--- src/rtl/counter_cmd_sequencer.sv ---
// Command sequencer ahead of the start/flag/wait-timer counter: queues commands, launches one run at a time.
// Start pulses two cycles after a push into an idle block; cmd_ready drops only while the FIFO is full.

// Generic synchronous FIFO, no bypass: data pushed at an edge is readable from the next cycle.
// Caller guarantees no push when full and no pop when empty.
module sync_fifo #(
  parameter int W     = 8,
  parameter int DEPTH = 4,
  localparam int AW   = (DEPTH > 1) ? $clog2(DEPTH) : 1,
  localparam int LW   = $clog2(DEPTH + 1)
) (
  input  logic          clk,
  input  logic          rst,
  input  logic          push,
  input  logic [W-1:0]  push_dat,
  input  logic          pop,
  output logic [W-1:0]  pop_dat,
  output logic [LW-1:0] level,
  output logic          full,
  output logic          empty
);
  logic [W-1:0]  mem [DEPTH];
  logic [AW-1:0] wr_ptr;
  logic [AW-1:0] rd_ptr;

  always_ff @(posedge clk) begin
    if (push) mem[wr_ptr] <= push_dat;
  end

  always_ff @(posedge clk) begin
    if (rst) begin
      wr_ptr <= '0;
      rd_ptr <= '0;
      level  <= '0;
    end else begin
      if (push) wr_ptr <= wr_ptr + 1'b1;
      if (pop)  rd_ptr <= rd_ptr + 1'b1;
      case ({push, pop})
        2'b10:   level <= level + 1'b1;
        2'b01:   level <= level - 1'b1;
        default: level <= level;
      endcase
    end
  end

  assign pop_dat = mem[rd_ptr];
  assign full    = (level == LW'(DEPTH));
  assign empty   = (level == '0);
endmodule

// Sequencer FSM: pop -> one-cycle start -> wait for busy ack -> wait for run end -> one low gap cycle.
// wait_timer/flag only change on a pop, so the counter sees them stable for the whole run.
module counter_cmd_sequencer #(
  parameter int DEPTH   = 4,
  parameter int TW      = 5,
  parameter int ACK_TMO = 4,
  parameter int CW      = 8
) (
  input  logic                         clk,
  input  logic                         rst,
  input  logic                         cmd_valid,
  output logic                         cmd_ready,
  input  logic [TW-1:0]                cmd_wait,
  input  logic                         cmd_flag,
  input  logic                         cnt_busy,
  output logic                         start,
  output logic [TW-1:0]                wait_timer,
  output logic                         flag,
  output logic                         seq_busy,
  output logic [$clog2(DEPTH+1)-1:0]   fifo_level,
  output logic [CW-1:0]                issued_count,
  output logic                         err_timeout
);
  localparam int KW = $clog2(ACK_TMO + 1);

  typedef struct packed {
    logic [TW-1:0] wt;
    logic          flg;
  } cmd_t;

  typedef enum logic [2:0] {
    SQ_IDLE,
    SQ_LAUNCH,
    SQ_ACK,
    SQ_RUN,
    SQ_GAP
  } sq_state_t;

  sq_state_t     state;
  sq_state_t     state_nxt;
  cmd_t          push_dat;
  cmd_t          head;
  logic          push;
  logic          pop;
  logic          run_done;
  logic          fifo_full;
  logic          fifo_empty;
  logic [KW-1:0] ack_tmr;
  logic          ack_expired;

  assign push_dat = {cmd_wait, cmd_flag};
  assign push     = cmd_valid && cmd_ready;
  assign cmd_ready = !fifo_full;

  sync_fifo #(
    .W     ($bits(cmd_t)),
    .DEPTH (DEPTH)
  ) u_fifo (
    .clk      (clk),
    .rst      (rst),
    .push     (push),
    .push_dat (push_dat),
    .pop      (pop),
    .pop_dat  (head),
    .level    (fifo_level),
    .full     (fifo_full),
    .empty    (fifo_empty)
  );

  // Timer holds the ack cycles still allowed; the last one is the cycle where it reads 1.
  assign ack_expired = (ack_tmr <= KW'(1));

  always_ff @(posedge clk) begin
    if (rst) state <= SQ_IDLE;
    else     state <= state_nxt;
  end

  always_comb begin
    state_nxt = state;
    case (state)
      SQ_IDLE:   if (!fifo_empty) state_nxt = SQ_LAUNCH;
      SQ_LAUNCH: state_nxt = SQ_ACK;
      SQ_ACK: begin
        if (cnt_busy)         state_nxt = SQ_RUN;
        else if (ack_expired) state_nxt = SQ_GAP;
      end
      SQ_RUN:    if (!cnt_busy) state_nxt = SQ_GAP;
      SQ_GAP:    state_nxt = SQ_IDLE;
      default:   state_nxt = SQ_IDLE;
    endcase
  end

  always_comb begin
    start       = 1'b0;
    pop         = 1'b0;
    run_done    = 1'b0;
    err_timeout = 1'b0;
    case (state)
      SQ_IDLE:   pop = !fifo_empty;
      SQ_LAUNCH: start = 1'b1;
      SQ_ACK:    err_timeout = !cnt_busy && ack_expired && !rst;
      SQ_RUN:    run_done = !cnt_busy;
      default:   ;
    endcase
  end

  assign seq_busy = (state != SQ_IDLE) || !fifo_empty;

  always_ff @(posedge clk) begin
    if (rst) begin
      wait_timer   <= '0;
      flag         <= 1'b0;
      ack_tmr      <= '0;
      issued_count <= '0;
    end else begin
      if (pop) begin
        wait_timer <= head.wt;
        flag       <= head.flg;
      end
      if (state == SQ_LAUNCH)
        ack_tmr <= KW'(ACK_TMO);
      else if (state == SQ_ACK && !cnt_busy)
        ack_tmr <= ack_tmr - 1'b1;
      if (run_done) issued_count <= issued_count + 1'b1;
    end
  end
endmodule

--- config.mk ---
export PLATFORM = sky130hd
export DESIGN_NAME = counter_cmd_sequencer
export DESIGN_NICKNAME = d
export VERILOG_FILES = /design/src/rtl/counter_cmd_sequencer.sv
export SDC_FILE = /design/constraint.sdc
export NUM_CORES = 1
export LEC_CHECK = 0
export CAP_MARGIN = 10
export CORE_MARGIN = 4
export CORE_UTILIZATION = 50
export DETAILED_ROUTE_END_ITERATION = 8
export PLACE_DENSITY = 0.74
export SLEW_MARGIN = 20
export SYNTH_ARGS = -nofsm -noshare
export SYNTH_HDL_FRONTEND = slang
export SYNTH_HIERARCHICAL = 1
export SYNTH_SLANG_ARGS = --single-unit
export TNS_END_PERCENT = 5
--- constraint.sdc ---
create_clock -name clk -period 5.3 [get_ports clk]
set_input_delay 0.795 -clock clk [delete_from_list [all_inputs] [get_ports clk]]
set_output_delay 0.795 -clock clk [all_outputs]
set_load 0.03 [all_outputs]
==> impl_metrics.tcl <==
set metrics [dict create \
    status "finished, final reports clean" \
    worstSetupEndpoint "err_timeout" \
    yosys_warnings 6 \
    synth_fp_nets 200 \
    dieArea_mm2 0.00578 \
    hp-class "reg -> reg" \
    drc_errors 0 \
    insertion_delay_ns 0.30 \
    hold_slack_ns 0.489 \
    holdBufCountCts 0 \
    synth_area_per_cell_um2 12.8 \
    netlist_instances 181 \
    gr-usage-all-layers_pct 14.7 \
    final_cells 264 \
    setup.worst_path.end_class "output pin" \
    place_area_mm2 0.00263 \
    yosys_register_bits 53 \
    seq_power_share_pct 44.7 \
    r2r_slack_ns 2.59 \
    powerDensity_mw_per_mm2 475 \
    power.switching_mw 0.469 \
    dr.pass1.iters 4 \
    crit_start "cnt_busy" \
    p_int_mw 0.820 \
    place_ws_ns 1.77 \
    finalHoldViolations 0 \
    period_share_pct 64.1 \
    hpwl_mm 2.94 \
    synth_compound_area_share_pct 5.68 \
    grt_remaining_overflow 0 \
    rsz0062_at_grt "false" \
    crit_type "in -> out" \
    wl_per_cell_um 15.0 \
    cts_tree "yes" \
    power_mw 1.29 \
    fin_util_pct 61.4 \
    routed_wl_mm 3.96 \
    critPathLaunchType "input pin" \
    fin_skew_ns 0.00734 \
    ys_seq_area_share_pct 56.3 \
    clock_path_buffers 2 \
    p_comb_share_pct 38.2 \
    slew_headroom_pct 48.9 \
    ant_nets 0 \
    final_nets 230 \
    slew_viol_final 0 \
    min_period_ns 3.40 \
    synth_xor_area_share_pct 2.65 \
    place.gp.congestion 0.714 \
    htree_levels 2 \
    synth_edf_count 24 \
    swShare_pct 36.4 \
    cts_sinks 53 \
    grt_pass1_wl_mm 6.86 \
    r2r_start "state[1]" \
    setup_ws_ns 1.90 \
    maxCapViolCount 0 \
    synthAdderAreaFrac_pct 5.19 \
    async_reset_ff_share_pct 0 \
    via_per_inst 5.44 \
    ios 31 \
    vias 1436 \
    die_h_um 76.0 \
    root_buffer "clkbuf_8" \
    syn_to_final_growth_pct 17.3 \
    drive_gt1_share_pct 9.91 \
    worstPathArrival_ns 2.60 \
    required_ns 4.51 \
    postCtsSetupRepairBufs 0 \
    r2r-end "u_fifo/level[2]" \
    yosysUniqueCellTypes 41 \
    mostFrequentLayoutCells "29 x dfxtp_1, 29 x clkdlybuf4s50_1, 24 x edfxtp_1" \
    syn_area_mm2 0.00231 \
    synth-simple-area-share_pct 15.9 \
    fmax_ghz 0.294 \
    finalSetupTns_ns 0 \
    rows 24 \
    grt_max_degree 31 \
    drt_iter0_drc 84 \
    muxShareOfSynthArea_pct 9.79 \
    die_w_um 76.0 \
    initial_core_util_pct 52.4 \
    cts-resized-gates 0 \
    coreArea_mm2 0.00441 \
    ys.flop_type "dfxtp_1" \
    synth_top_family_by_area "simple AND/OR/NAND/NOR gates" \
    path_max_fanout 6 \
    final_area_mm2 0.00271 \
    worst_pin_slew_ns 0.760 \
    portBuffers 30 \
    dp.cells 256 \
    reg2reg_depth 7 \
    p_clk_share_pct 17.1 \
    ir_worst_vdd_uv 295 \
    clkTransAtPathRegs_ns 0.09 \
    setup_violations 0 \
    leakage_nw 1.01 \
    numCtsBuffers 5 \
    first_global_vias 1444 \
    diodes 0 \
    antenna_found_initial 0 \
]
sequential cells by signal (all words and copies together), names as in the netlist, named ones only:
name,count
issued_count,8
u_fifo/rd_ptr,2
state,3
u_fifo/mem,24
wait_timer,5
ack_tmr,3
u_fifo/level,3
flag,1
u_fifo/wr_ptr,2
kinds of logic (layout without fill, tap and decap cells):
| kind of cell | count (synthesis) | count (layout) |
|---|---|---|
| DFF | 53 | 53 |
| AOI/OAI and AO/OA | 21 | 21 |
| muxes | 15 | 15 |
| xor gates and xnor gates | 7 | 7 |
| adders and majority gates | 9 | 9 |
| and+or+nand+nor | 55 | 55 |
| buffers and inverters | 21 | 52 |
final cells by class:
| class | count | area, um2 |
|---|---|---|
| Clock buffer | 5 | 68.8 |
| Tap cell | 52 | 65.1 |
| Sequential cell | 53 | 1300 |
| Inverter | 14 | 52.6 |
| Fill cell | 343 | 1700 |
| Clock inverter | 3 | 22.5 |
| Timing Repair Buffer | 30 | 295 |
| Multi-Input combinational cell | 107 | 906 |
worst min-delay path by stage:
stage,cells past startpoint,start,slack (ns),endpoint
2_1_floorplan,2,u_fifo/rd_ptr[1],0.48,flop
3_3_place_gp,2,issued_count[7],0.46,issued_count[7]
3_5_place_dp,2,issued_count[7],0.48,issued_count[7]
4_1_cts,2,issued_count[7],0.50,issued_count[7]
5_1_grt,2,issued_count[7],0.52,issued_count[7]
6_report,2,issued_count[7],0.49,issued_count[7]
Yosys cell counts, drive strengths merged (2+ instances only):
master	number	area share [%]
dfxtp	29	25
edfxtp	24	31
nor2	22	3.6
inv	14	2.3
a21oi	9	1.9
ha	8	4.3
mux2i	8	3.5
mux4	6	5.8
and2	5	1.4
buf	5	1.9
nor3	4	0.87
xnor2	4	1.5
and3	3	0.81
nand4b	3	2.4
o21ai	3	0.65
o31ai	3	0.97
or4	3	0.97
xor2	3	1.1
clkbuf	2	0.32
nand3	2	0.43
nand3b	2	0.65
nor2b	2	0.54
or3	2	0.54
power by group through the flow:
stage	logic, mW	clock network (mW)	registers [mW]
after floorplan	0.319	0	0.608
after global placement	0.471	0	0.579
after detailed placement	0.494	0	0.585
after CTS	0.497	0.228	0.577
after global routing	0.534	0.249	0.589
final	0.492	0.221	0.576
routing by layer:
layer  global-route usage (%)  share of wire, %  vias to the layer above
met3                     5.08               5.3                        8
met2                     23.3                48                       41
met1                     18.7                45                      675
met4                     5.16               1.3                        0
met5                        0                 0                        -
li1                         -                 -                      712
critical path, stage by stage:
cell and delay (ns):
clkdlybuf4s50_1 0.51, nor4b_4 0.40, nand3_1 0.12, nor2_1 0.09
clkdlybuf4s50_1 0.68
(Power assumes the default switching activity.)
